--- src/rtl/conv1_pkg.sv ---
// Shared constants, FSM encoding and result-count helper for the Conv1 window sequencer.
// Build option: define CONV1_ZERO_PAD_EN for "same" padding (two leading and two trailing zeros).
package conv1_pkg;

    localparam int DEF_DATA_W = 4;
    localparam int DEF_OUT_W  = 8;
    localparam int TAPS       = 5;

`ifdef CONV1_ZERO_PAD_EN
    localparam bit ZERO_PAD   = 1'b1;
`else
    localparam bit ZERO_PAD   = 1'b0;
`endif

    // Samples needed before the first window is complete; the zero preload supplies two.
    localparam int FIRST_FILL = ZERO_PAD ? TAPS - 2 : TAPS;

    typedef enum logic [2:0] {
        ST_IDLE = 3'd0,
        ST_FILL = 3'd1,
        ST_CONV = 3'd2,
        ST_OUT  = 3'd3,
        ST_DONE = 3'd4
    } state_e;

    function automatic int nres(input int frame_len);
        return ZERO_PAD ? frame_len : frame_len - (TAPS - 1);
    endfunction

endpackage

--- src/rtl/conv1_window_shift.sv ---
// Five-entry sliding window; taps[0] is the oldest sample, taps[TAPS-1] the newest.
// clr zero-fills every entry, which doubles as the zero preload for padded frames.
module conv1_window_shift
    import conv1_pkg::*;
#(
    parameter int W = DEF_DATA_W
) (
    input  logic                  clk,
    input  logic                  rst_n,
    input  logic                  clr,
    input  logic                  shift_en,
    input  logic [W-1:0]          din,
    output logic [TAPS-1:0][W-1:0] taps
);

    logic [TAPS-1:0][W-1:0] taps_q;
    logic [TAPS-1:0][W-1:0] taps_d;

    always_comb begin
        taps_d = taps_q;
        if (clr) begin
            taps_d = '0;
        end else if (shift_en) begin
            taps_d = {din, taps_q[TAPS-1:1]};
        end
    end

    always_ff @(posedge clk) begin
        if (!rst_n) begin
            taps_q <= '0;
        end else begin
            taps_q <= taps_d;
        end
    end

    assign taps = taps_q;

endmodule

--- src/rtl/conv1_window_ctrl.sv ---
// Sequencer for the Conv1 5-tap datapath: fills the window, waits CONV_LAT, returns one result per position.
// Build option: CONV1_ZERO_PAD_EN inserts two trailing zero samples and yields FRAME_LEN results.
module conv1_window_ctrl
    import conv1_pkg::*;
#(
    parameter int DATA_W    = DEF_DATA_W,
    parameter int OUT_W     = DEF_OUT_W,
    parameter int FRAME_LEN = 32,
    parameter int CONV_LAT  = 1
) (
    input  logic              clk,
    input  logic              rst_n,
    input  logic              start,
    input  logic              s_valid,
    output logic              s_ready,
    input  logic [DATA_W-1:0] s_data,
    output logic [DATA_W-1:0] conv_in1,
    output logic [DATA_W-1:0] conv_in2,
    output logic [DATA_W-1:0] conv_in3,
    output logic [DATA_W-1:0] conv_in4,
    output logic [DATA_W-1:0] conv_in5,
    input  logic [OUT_W-1:0]  conv_out,
    output logic              m_valid,
    input  logic              m_ready,
    output logic [OUT_W-1:0]  m_data,
    output logic              m_last,
    output logic              busy,
    output logic              done,
    output state_e            dbg_state
);

    localparam int CW = $clog2(FRAME_LEN + 1);
    localparam int LW = (CONV_LAT > 1) ? $clog2(CONV_LAT) : 1;

    localparam logic [CW-1:0] FL_C     = CW'(FRAME_LEN);
    localparam logic [CW-1:0] NRES_C   = CW'(nres(FRAME_LEN));
    localparam logic [CW-1:0] FIRST_C  = CW'(FIRST_FILL);
    localparam logic [LW-1:0] LAT_LAST = LW'(CONV_LAT - 1);

    state_e            state_q, state_d;
    logic [CW-1:0]     sc_q, sc_d;
    logic [CW-1:0]     rc_q, rc_d;
    logic [LW-1:0]     lat_q, lat_d;
    logic [OUT_W-1:0]  m_data_q, m_data_d;
    logic              m_valid_q, m_valid_d;
    logic              m_last_q, m_last_d;
    logic              s_ready_q, s_ready_d;
    logic              busy_q, busy_d;
    logic              done_q, done_d;

    logic              win_clr;
    logic              win_shift;
    logic [DATA_W-1:0] win_din;
    logic [TAPS-1:0][DATA_W-1:0] taps;

    conv1_window_shift #(
        .W (DATA_W)
    ) u_window (
        .clk      (clk),
        .rst_n    (rst_n),
        .clr      (win_clr),
        .shift_en (win_shift),
        .din      (win_din),
        .taps     (taps)
    );

    // Valid/ready: a transfer happens on a rising edge where valid and ready are both high;
    // m_valid/m_data/m_last hold until that edge, and s_ready is only high in FILL below FRAME_LEN.
    always_comb begin
        state_d   = state_q;
        sc_d      = sc_q;
        rc_d      = rc_q;
        lat_d     = lat_q;
        m_data_d  = m_data_q;
        m_valid_d = m_valid_q;
        m_last_d  = m_last_q;
        win_clr   = 1'b0;
        win_shift = 1'b0;
        win_din   = s_data;

        case (state_q)
            ST_IDLE: begin
                if (start) begin
                    win_clr = 1'b1;
                    sc_d    = '0;
                    rc_d    = '0;
                    state_d = ST_FILL;
                end
            end
            ST_FILL: begin
                lat_d = '0;
                if (sc_q < FL_C) begin
                    if (s_valid && s_ready_q) begin
                        win_shift = 1'b1;
                        sc_d      = sc_q + 1'b1;
                        if (sc_d >= FIRST_C) begin
                            state_d = ST_CONV;
                        end
                    end
`ifdef CONV1_ZERO_PAD_EN
                end else begin
                    // Source exhausted: each trailing window entry pulls in one internal zero.
                    win_shift = 1'b1;
                    win_din   = '0;
                    state_d   = ST_CONV;
`endif
                end
            end
            ST_CONV: begin
                if (lat_q == LAT_LAST) begin
                    m_data_d  = conv_out;
                    m_valid_d = 1'b1;
                    m_last_d  = (rc_q == NRES_C - 1'b1);
                    state_d   = ST_OUT;
                end else begin
                    lat_d = lat_q + 1'b1;
                end
            end
            ST_OUT: begin
                if (m_valid_q && m_ready) begin
                    m_valid_d = 1'b0;
                    m_last_d  = 1'b0;
                    rc_d      = rc_q + 1'b1;
                    state_d   = (rc_d == NRES_C) ? ST_DONE : ST_FILL;
                end
            end
            ST_DONE: begin
                state_d = ST_IDLE;
            end
            default: begin
                state_d = ST_IDLE;
            end
        endcase

        s_ready_d = (state_d == ST_FILL) && (sc_d < FL_C);
        busy_d    = (state_d != ST_IDLE);
        done_d    = (state_d == ST_DONE);
    end

    always_ff @(posedge clk) begin
        if (!rst_n) begin
            state_q   <= ST_IDLE;
            sc_q      <= '0;
            rc_q      <= '0;
            lat_q     <= '0;
            m_data_q  <= '0;
            m_valid_q <= 1'b0;
            m_last_q  <= 1'b0;
            s_ready_q <= 1'b0;
            busy_q    <= 1'b0;
            done_q    <= 1'b0;
        end else begin
            state_q   <= state_d;
            sc_q      <= sc_d;
            rc_q      <= rc_d;
            lat_q     <= lat_d;
            m_data_q  <= m_data_d;
            m_valid_q <= m_valid_d;
            m_last_q  <= m_last_d;
            s_ready_q <= s_ready_d;
            busy_q    <= busy_d;
            done_q    <= done_d;
        end
    end

    assign conv_in1  = taps[0];
    assign conv_in2  = taps[1];
    assign conv_in3  = taps[2];
    assign conv_in4  = taps[3];
    assign conv_in5  = taps[4];
    assign s_ready   = s_ready_q;
    assign m_valid   = m_valid_q;
    assign m_data    = m_data_q;
    assign m_last    = m_last_q;
    assign busy      = busy_q;
    assign done      = done_q;
    assign dbg_state = state_q;

endmodule

--- config.mk ---
export PLATFORM = sky130hd
export DESIGN_NAME = conv1_window_ctrl
export DESIGN_NICKNAME = d
export VERILOG_FILES = /design/src/rtl/conv1_pkg.sv /design/src/rtl/conv1_window_shift.sv /design/src/rtl/conv1_window_ctrl.sv
export SDC_FILE = /design/constraint.sdc
export NUM_CORES = 1
export LEC_CHECK = 0
export ABC_CLOCK_PERIOD_IN_PS = 2100
export CAP_MARGIN = 20
export CORE_ASPECT_RATIO = 1.1
export CORE_MARGIN = 2
export CORE_UTILIZATION = 38
export CTS_CLUSTER_SIZE = 30
export DETAILED_ROUTE_END_ITERATION = 8
export DONT_BUFFER_PORTS = 1
export HOLD_SLACK_MARGIN = 0.08
export SYNTH_ARGS = -nofsm -noshare
export SYNTH_HDL_FRONTEND = slang
export SYNTH_SLANG_ARGS = --single-unit
export TNS_END_PERCENT = 30
--- constraint.sdc ---
create_clock -name clk -period 2.1 [get_ports clk]
set_input_delay 0.42 -clock clk [delete_from_list [all_inputs] [get_ports clk]]
set_output_delay 0.42 -clock clk [all_outputs]
set_load 0.02 [all_outputs]
==> impl_results.rst, run 1 <==
.. list-table::
   :header-rows: 1

   * - Metric
     - Value
   * - Average size of a mapped cell
     - 8.15 um^2
   * - Clock tree from TritonCTS
     - done
   * - First-pass GRT wire length
     - 6.63 mm
   * - # resized after CTS
     - 0
   * - Later-pin clock latency in the skew report
     - 0.30 ns
   * - Minimum clock period
     - 1.88 ns
   * - Setup repair after global routing missed its margin
     - no
   * - Final cycle utilization of the critical path
     - 0.894
   * - Final sum of negative setup slack
     - 0 ns
   * - GRT Util Overall
     - 0.145
   * - Register share of total power
     - 0.489
   * - Compound-gate portion of the synthesized area
     - 0.159
   * - Syn Inst Count
     - 242
   * - Data arrival time of the critical path
     - 2.08 ns
   * - Net count of the finished layout
     - 262
   * - Number of nets produced by synthesis
     - 262
   * - Parity-gate share of the synthesized area counting xor and xnor cells
     - 0.00888
   * - DIE HEIGHT
     - 79.6 um
   * - Number of vias per cell after detailed routing
     - 5.27
   * - Final Power
     - 1.90 mW
   * - Final HPWL DP
     - 2.76 mm
   * - FF+latch count, synth
     - 48
   * - Post-route ant nets
     - 0
   * - Worst hold slack
     - 0.242 ns
   * - Leakage Power
     - 0.736 nW
   * - Internal power
     - 1.54 mW
   * - Max Clk Rate
     - 533 MHz
   * - Core region area
     - 5000 um^2
   * - Initial DRC Count
     - 46
   * - Proportion of layout cells with a drive suffix above 1
     - 0.0782
   * - Worst slack at placement
     - 0.245 ns
   * - Final RePlAce weighted congestion
     - 0.768
   * - Sw Ratio
     - 0.190
   * - EDFF count, synth
     - 0
   * - Clock network fraction of design power
     - 0.472
   * - Dominant combinational cell family by area after synthesis
     - simple AND/OR/NAND/NOR gates
   * - Max-slew headroom
     - 0.620
   * - Worst setup slack after layout
     - 0.222 ns
   * - H-tree depth
     - 2
   * - Clock root buffer
     - clkbuf_8
   * - DR pass1 iterations
     - 4
   * - Global route total overflow
     - 0
   * - Endpoints failing setup
     - 0
   * - Total clock buffers created by CTS
     - 5
   * - Yosys synthesis warning count
     - 0
   * - Number of antenna cells inserted
     - 0
   * - Via count of the first global-routing pass
     - 1488
   * - Cell Rows
     - 27
   * - Part of the power in combinational logic
     - 0.039
   * - Pin count of the biggest net entering global routing
     - 30
   * - Count of buffers added by post-CTS timing repair for setup
     - 0
   * - Sort of element at the start of the critical path
     - register
   * - Number of unique standard cell types used by synthesis
     - 38
   * - Total routed wirelength
     - 3.91 mm
   * - Boundary pin count
     - 53
   * - Setup clock skew after layout
     - 0.00234 ns
   * - Number of remaining DRC errors
     - 0
   * - Max clock buf depth
     - 2
   * - Port buffer count
     - 0
   * - Endpoint type of the worst setup path
     - register
   * - Number of antenna violations at the first check in global routing
     - 0
   * - Most instantiated flip-flop cell in the synthesis netlist
     - dfxtp_1
   * - Tightest Pin Transition
     - 0.569 ns
   * - Net switching power
     - 363 uW
   * - Areal power density over the cells
     - 869 nW/um^2
   * - Maximum vdd ir drop
     - 0.424 mV
   * - Adder-Cell Fraction of Synth Area
     - 0.0190
   * - Pins over their slew limit
     - 0
   * - Initial standard-cell utilization of the core
     - 0.395
   * - Start-to-end type of the worst setup path
     - reg2reg
   * - Area growth, synth to finish
     - 11.0%
   * - Routed wire per std cell
     - 13.0 um
   * - Total count of hold-check failures in the final report
     - 0
   * - # hold bufs at CTS
     - 0
   * - Number of vias after detailed routing
     - 1586
   * - Number of sinks on the clock net
     - 48
   * - DIE AREA
     - 5790 um^2
   * - Die X-Extent
     - 72.7 um
   * - Fraction of the mapped netlist area in simple logic gates
     - 0.287
   * - Status
     - complete, no violations
   * - Mux share of post-synthesis cell area
     - 0.00571
   * - Required time worst endpoint
     - 2.30 ns
   * - Clock-pin transition on the worst setup and hold timing paths
     - 0.09 ns
   * - CP max FO
     - 4
   * - Netlist Area Pre-Place
     - 1970 um^2
   * - Worst Hold Class
     - in2reg
   * - Sequential element share of the synthesized area
     - 0.487
   * - Number of violations of the max-capacitance limit
     - 0
   * - Async SR Flop Fraction
     - 0
## Yosys cell counts (all sizes together) (2+ instances only)
library cell / count / area share
dfxtp: 48 / 0.49
a21boi: 13 / 0.049
ha: 3 / 0.019
nand2b: 2 / 0.0063
nand2: 62 / 0.12
o21ai: 8 / 0.020
and2: 7 / 0.022
a21oi: 29 / 0.074
nand3b: 3 / 0.011
inv: 2 / 0.0038
or4b: 2 / 0.010
nor2b: 6 / 0.019
buf: 6 / 0.016
clkbuf: 7 / 0.013
nor2: 16 / 0.030
and3: 2 / 0.0063
nand3: 9 / 0.023
nor3: 2 / 0.0076
## cell usage in the layout (no fill, tap or decap), types with 3 or more instances in the layout
cell,instances
a21oi_1,29
nor2b_1,6
buf_4,6
o21ai_0,6
nand2_1,62
dfxtp_1,48
nor2_1,16
nand3b_1,3
a21boi_0,11
bufinv_16,3
nand3_1,9
and2_1,7
clkbuf_8,5
ha_1,3
## power by group through the flow
stage | Sequential (mW) | Clock (mW) | Combinational (mW)
floorplan | 0.951 | 0 | 0.0640
global placement | 0.952 | 0 | 0.0742
detailed placement | 0.953 | 0 | 0.0738
CTS | 0.931 | 0.928 | 0.0740
global route | 0.933 | 0.960 | 0.0822
finish | 0.931 | 0.900 | 0.0733
## logic make-up (layout without fill, tap and decap cells)
group,Yosys count,in the layout
xor+xnor,2,2
simple gates,119,119
buf+inv,15,16
mux,1,1
compound gates,54,54
fa+ha+maj,3,3
flops,48,48
## metal layers
layer	part of all wire	GRT usage	routed length (um)
met5	0	0	0
met4	0.017	0.0556	66
met3	0.096	0.0631	376
met2	0.46	0.230	1780
met1	0.43	0.170	1680
## stage by stage
stage          cells  area (um^2)   util
2_1_floorplan    242         1970      -
3_3_place_gp     293         2030  0.406
3_5_place_dp     293         2030  0.406
4_1_cts          301         2190  0.438
6_report         301         2190  0.438
5_1_grt          301         2190  0.438
## registers in the layout (all words and copies together) (netlist names)
| name | count |
|---|---|
| u_window.taps | 20 |
| m_data | 8 |
| rc_q | 6 |
| sc_q | 6 |
| dbg_state | 3 |
| busy | 1 |
| done | 1 |
| m_last | 1 |
| m_valid | 1 |
| s_ready | 1 |
## worst paths after layout
path	cells past startpoint	startpoint	slack [ns]	endpoint
worst max-delay path	5	rc_q[0]	0.22	s_ready
worst min register to register	1	rc_q[4]	0.46	rc_q[4]
worst max register to register	5	rc_q[0]	0.22	s_ready
worst min-delay path	1	rst_n	0.24	m_last
## critical path: stages (launching register included)
cell	delay [ns]
dfxtp_1	0.40
ha_1	0.22
or4b_1	0.51
a211oi_1	0.29
o211ai_1	0.15
and4_1	0.21
## area by class of cell
type,count,area (um^2)
clock buffer,5,68.8
clock inverter,3,90.1
fill,500,2810
inverter,2,7.51
multi-input combinational,179,946
sequential,48,961
tap,58,72.6
timing repair buffer,6,45.0
No activity file was read; power rests on OpenSTA's default activity.
==> run 2, diff against run 1 <==
--- a/config.mk
+++ b/config.mk
@@ -9,7 +9,7 @@
 export CAP_MARGIN = 20
 export CORE_ASPECT_RATIO = 1.1
 export CORE_MARGIN = 2
-export CORE_UTILIZATION = 38
+export CORE_UTILIZATION = 44
 export CTS_CLUSTER_SIZE = 30
 export DETAILED_ROUTE_END_ITERATION = 8
 export DONT_BUFFER_PORTS = 1
==> run 2 against run 1 <==
Power decreased by 13%. Clock-buffer cell count unchanged. Clock skew is 0.0056 ns higher. Largest cell class unchanged.
==> impl_results.rst, run 2 (synthesis gave the netlist of run 1 again) <==
.. list-table::
   :header-rows: 1

   * - Metric
     - Value
   * - Status
     - complete, no violations
   * - Initial DRC Count
     - 81 (+76%)
   * - Worst hold slack
     - 0.244 ns (+0.00165 ns)
   * - Endpoint type of the worst setup path
     - register
   * - Proportion of layout cells with a drive suffix above 1
     - 0.0857 (+0.00752)
   * - Port buffer count
     - 0 (unchanged)
   * - Maximum vdd ir drop
     - 0.423 mV (-0.22%)
   * - Category of cells accounting for the largest share of critical-path delay
     - simple AND/OR/NAND/NOR gates
   * - Cell-by-cell trace of the critical path
     - ha_1, or4b_1, a211oi_1, o211ai_1, and4_1
   * - Start point of the worst hold path
     - rst_n
   * - Later-pin clock latency in the skew report
     - 0.30 ns (about the same)
   * - Number of vias after detailed routing
     - 1582 (-0.25%)
   * - GRT Util Overall
     - 0.162 (+0.0174)
   * - Length in cells of the worst reg-to-reg path
     - 5 (unchanged)
   * - Start-to-end type of the worst setup path
     - reg2reg
   * - Net count of the finished layout
     - 264 (+0.76%)
   * - DIE AREA
     - 5040 um^2 (-13%)
   * - Total count of hold-check failures in the final report
     - 0 (unchanged)
   * - Final RePlAce weighted congestion
     - 0.788 (+2.6%)
   * - Number of vias per cell after detailed routing
     - 5.29 (+0.42%)
   * - Number of remaining DRC errors
     - 0 (unchanged)
   * - Footprint of the multi-input gates
     - 946 um^2 (unchanged)
   * - Pin count of the biggest net entering global routing
     - 30 (unchanged)
   * - Max clock buf depth
     - 2 (unchanged)
   * - Initial standard-cell utilization of the core
     - 0.457 (+0.0625)
   * - Cells on Worst Hold Path
     - 1 (unchanged)
   * - Clock-pin transition on the worst setup and hold timing paths
     - 0.08 ns (about the same)
   * - Global route total overflow
     - 0 (unchanged)
   * - Die X-Extent
     - 67.9 um (-6.7%)
   * - Minimum clock period
     - 1.88 ns (-0.00189 ns)
   * - Post-route ant nets
     - 0 (unchanged)
   * - Worst setup slack after layout
     - 0.224 ns (+0.00189 ns)
   * - Count of buffers added by post-CTS timing repair for setup
     - 0 (unchanged)
   * - Endpoints failing setup
     - 0 (unchanged)
   * - Max Clk Rate
     - 533 MHz (+0.10%)
   * - Setup clock skew after layout
     - 0.00797 ns (+0.00563 ns)
   * - Via count of the first global-routing pass
     - 1458 (-2.0%)
   * - Slowest CP cell
     - or4b_1
   * - Max-slew headroom
     - 0.623 (+0.00318)
   * - Most frequent standard cell in the layout excluding fill and tap cells
     - nand2_1
   * - Areal power density over the cells
     - 772 nW/um^2 (-11%)
   * - Clock tree from TritonCTS
     - done
   * - Worst slack at placement
     - 0.237 ns (-0.00898 ns)
   * - Area growth, synth to finish
     - 9.13%
   * - Setup repair after global routing missed its margin
     - no
   * - DIE HEIGHT
     - 74.2 um (-6.7%)
   * - Endpoint of the worst hold path
     - m_last
   * - Final sum of negative setup slack
     - 0 ns (unchanged)
   * - Boundary pin count
     - 53 (unchanged)
   * - Cell Rows
     - 25 (-7.4%)
   * - # resized after CTS
     - 0 (unchanged)
   * - RR Startpoint
     - rc_q[0]
   * - Sort of element at the start of the critical path
     - register
   * - Placed cell areas
     - 2040 um^2 (+0.49%)
   * - Filler Cell Count
     - 415 (-17%)
   * - DR pass1 iterations
     - 4 (unchanged)
   * - Combined flip-flop and latch cell area
     - 961 um^2 (unchanged)
   * - Flop2flop setup slack
     - 0.22 ns (about the same)
   * - Worst path bufs/invs
     - 0 (unchanged)
   * - CP max FO
     - 4 (unchanged)
   * - Final cycle utilization of the critical path
     - 0.893 (-0.000899)
   * - Routed wire per std cell
     - 12.8 um (-1.3%)
   * - Most used cells in the layout excluding fill and tap cells
     - 62 x nand2_1, 48 x dfxtp_1, 29 x a21oi_1
   * - Flip-flop count of the largest register, all copies and words added
     - 20 (unchanged)
   * - Total routed wirelength
     - 3.83 mm (-1.9%)
   * - Worst Hold Class
     - in2reg
   * - # hold bufs at CTS
     - 0 (unchanged)
   * - Tightest Pin Transition
     - 0.564 ns (-0.00475 ns)
   * - Required time worst endpoint
     - 2.30 ns (about the same)
   * - Delay contributed by the slowest stage of the critical path
     - 0.51 ns (about the same)
   * - Capture instance of the worst register-to-register path
     - s_ready
   * - Clock root buffer
     - clkbuf_8
   * - Data arrival time of the critical path
     - 2.07 ns (about the same)
   * - Number of violations of the max-capacitance limit
     - 0 (unchanged)
   * - Number of antenna cells inserted
     - 0 (unchanged)
   * - First-pass GRT wire length
     - 6.20 mm (-6.4%)
   * - Post-route cell area
     - 2150 um^2 (-1.7%)
   * - Total clock buffers created by CTS
     - 5 (unchanged)
   * - Leakage Power
     - 0.722 nW (-1.9%)
   * - Core region area
     - 4320 um^2 (-14%)
   * - H-tree depth
     - 2 (unchanged)
   * - Pins over their slew limit
     - 0 (unchanged)
   * - Final HPWL DP
     - 2.70 mm (-2.3%)
   * - Number of sinks on the clock net
     - 48 (unchanged)
   * - Number of antenna violations at the first check in global routing
     - 0 (unchanged)
[run 2: metrics by stage]
| stage | total power, mW | cells | utilization |
|---|---|---|---|
| 2_1_floorplan | 1.02 | 242 | - |
| 3_3_place_gp | 1.03 | 291 | 0.473 |
| 3_5_place_dp | 1.03 | 291 | 0.473 |
| 4_1_cts | 1.69 | 299 | 0.499 |
| 5_1_grt | 1.73 | 299 | 0.499 |
| 6_report | 1.66 | 299 | 0.499 |
[run 2: routing by layer]
layer  wire length, um  GRT usage  vias up  share of wire
li1                  -          -      813              -
met1              1680      0.186      703           0.44
met2              1730      0.267       60           0.45
met3               352     0.0651        6          0.092
met4                70     0.0667        0          0.018
met5                 0          0        -              0
[run 2: worst max path at each step]
| stage | startpoint | end | slack, ns | cells past startpoint |
|---|---|---|---|---|
| final | rc_q[0] | s_ready | 0.22 | 5 |
| after global routing | rc_q[0] | s_ready | 0.12 | 5 |
| after CTS | rc_q[0] | s_ready | 0.22 | 5 |
| after detailed placement | rc_q[0] | s_ready | 0.24 | 5 |
| after global placement | rc_q[0] | s_ready | 0.24 | 5 |
| after floorplan | dbg_state[0] | u_window.taps[10] | 0.21 | 7 |
[run 2: final cells by class]
type,instances,share of cell area
flip-flops and latches,48,0.446
multi-input cells,179,0.439
inverters,2,0.00349
clock buffers,5,0.0320
repair buffers,8,0.0279
clock inverters,3,0.0198
well taps,54,0.0314
[run 2: power breakdown]
part           switching, mW  internal, mW  total [mW]
Sequential            0.0119         0.917       0.929
Combinational         0.0475        0.0327      0.0802
Clock                  0.302         0.352       0.654
Total                  0.361          1.30        1.66
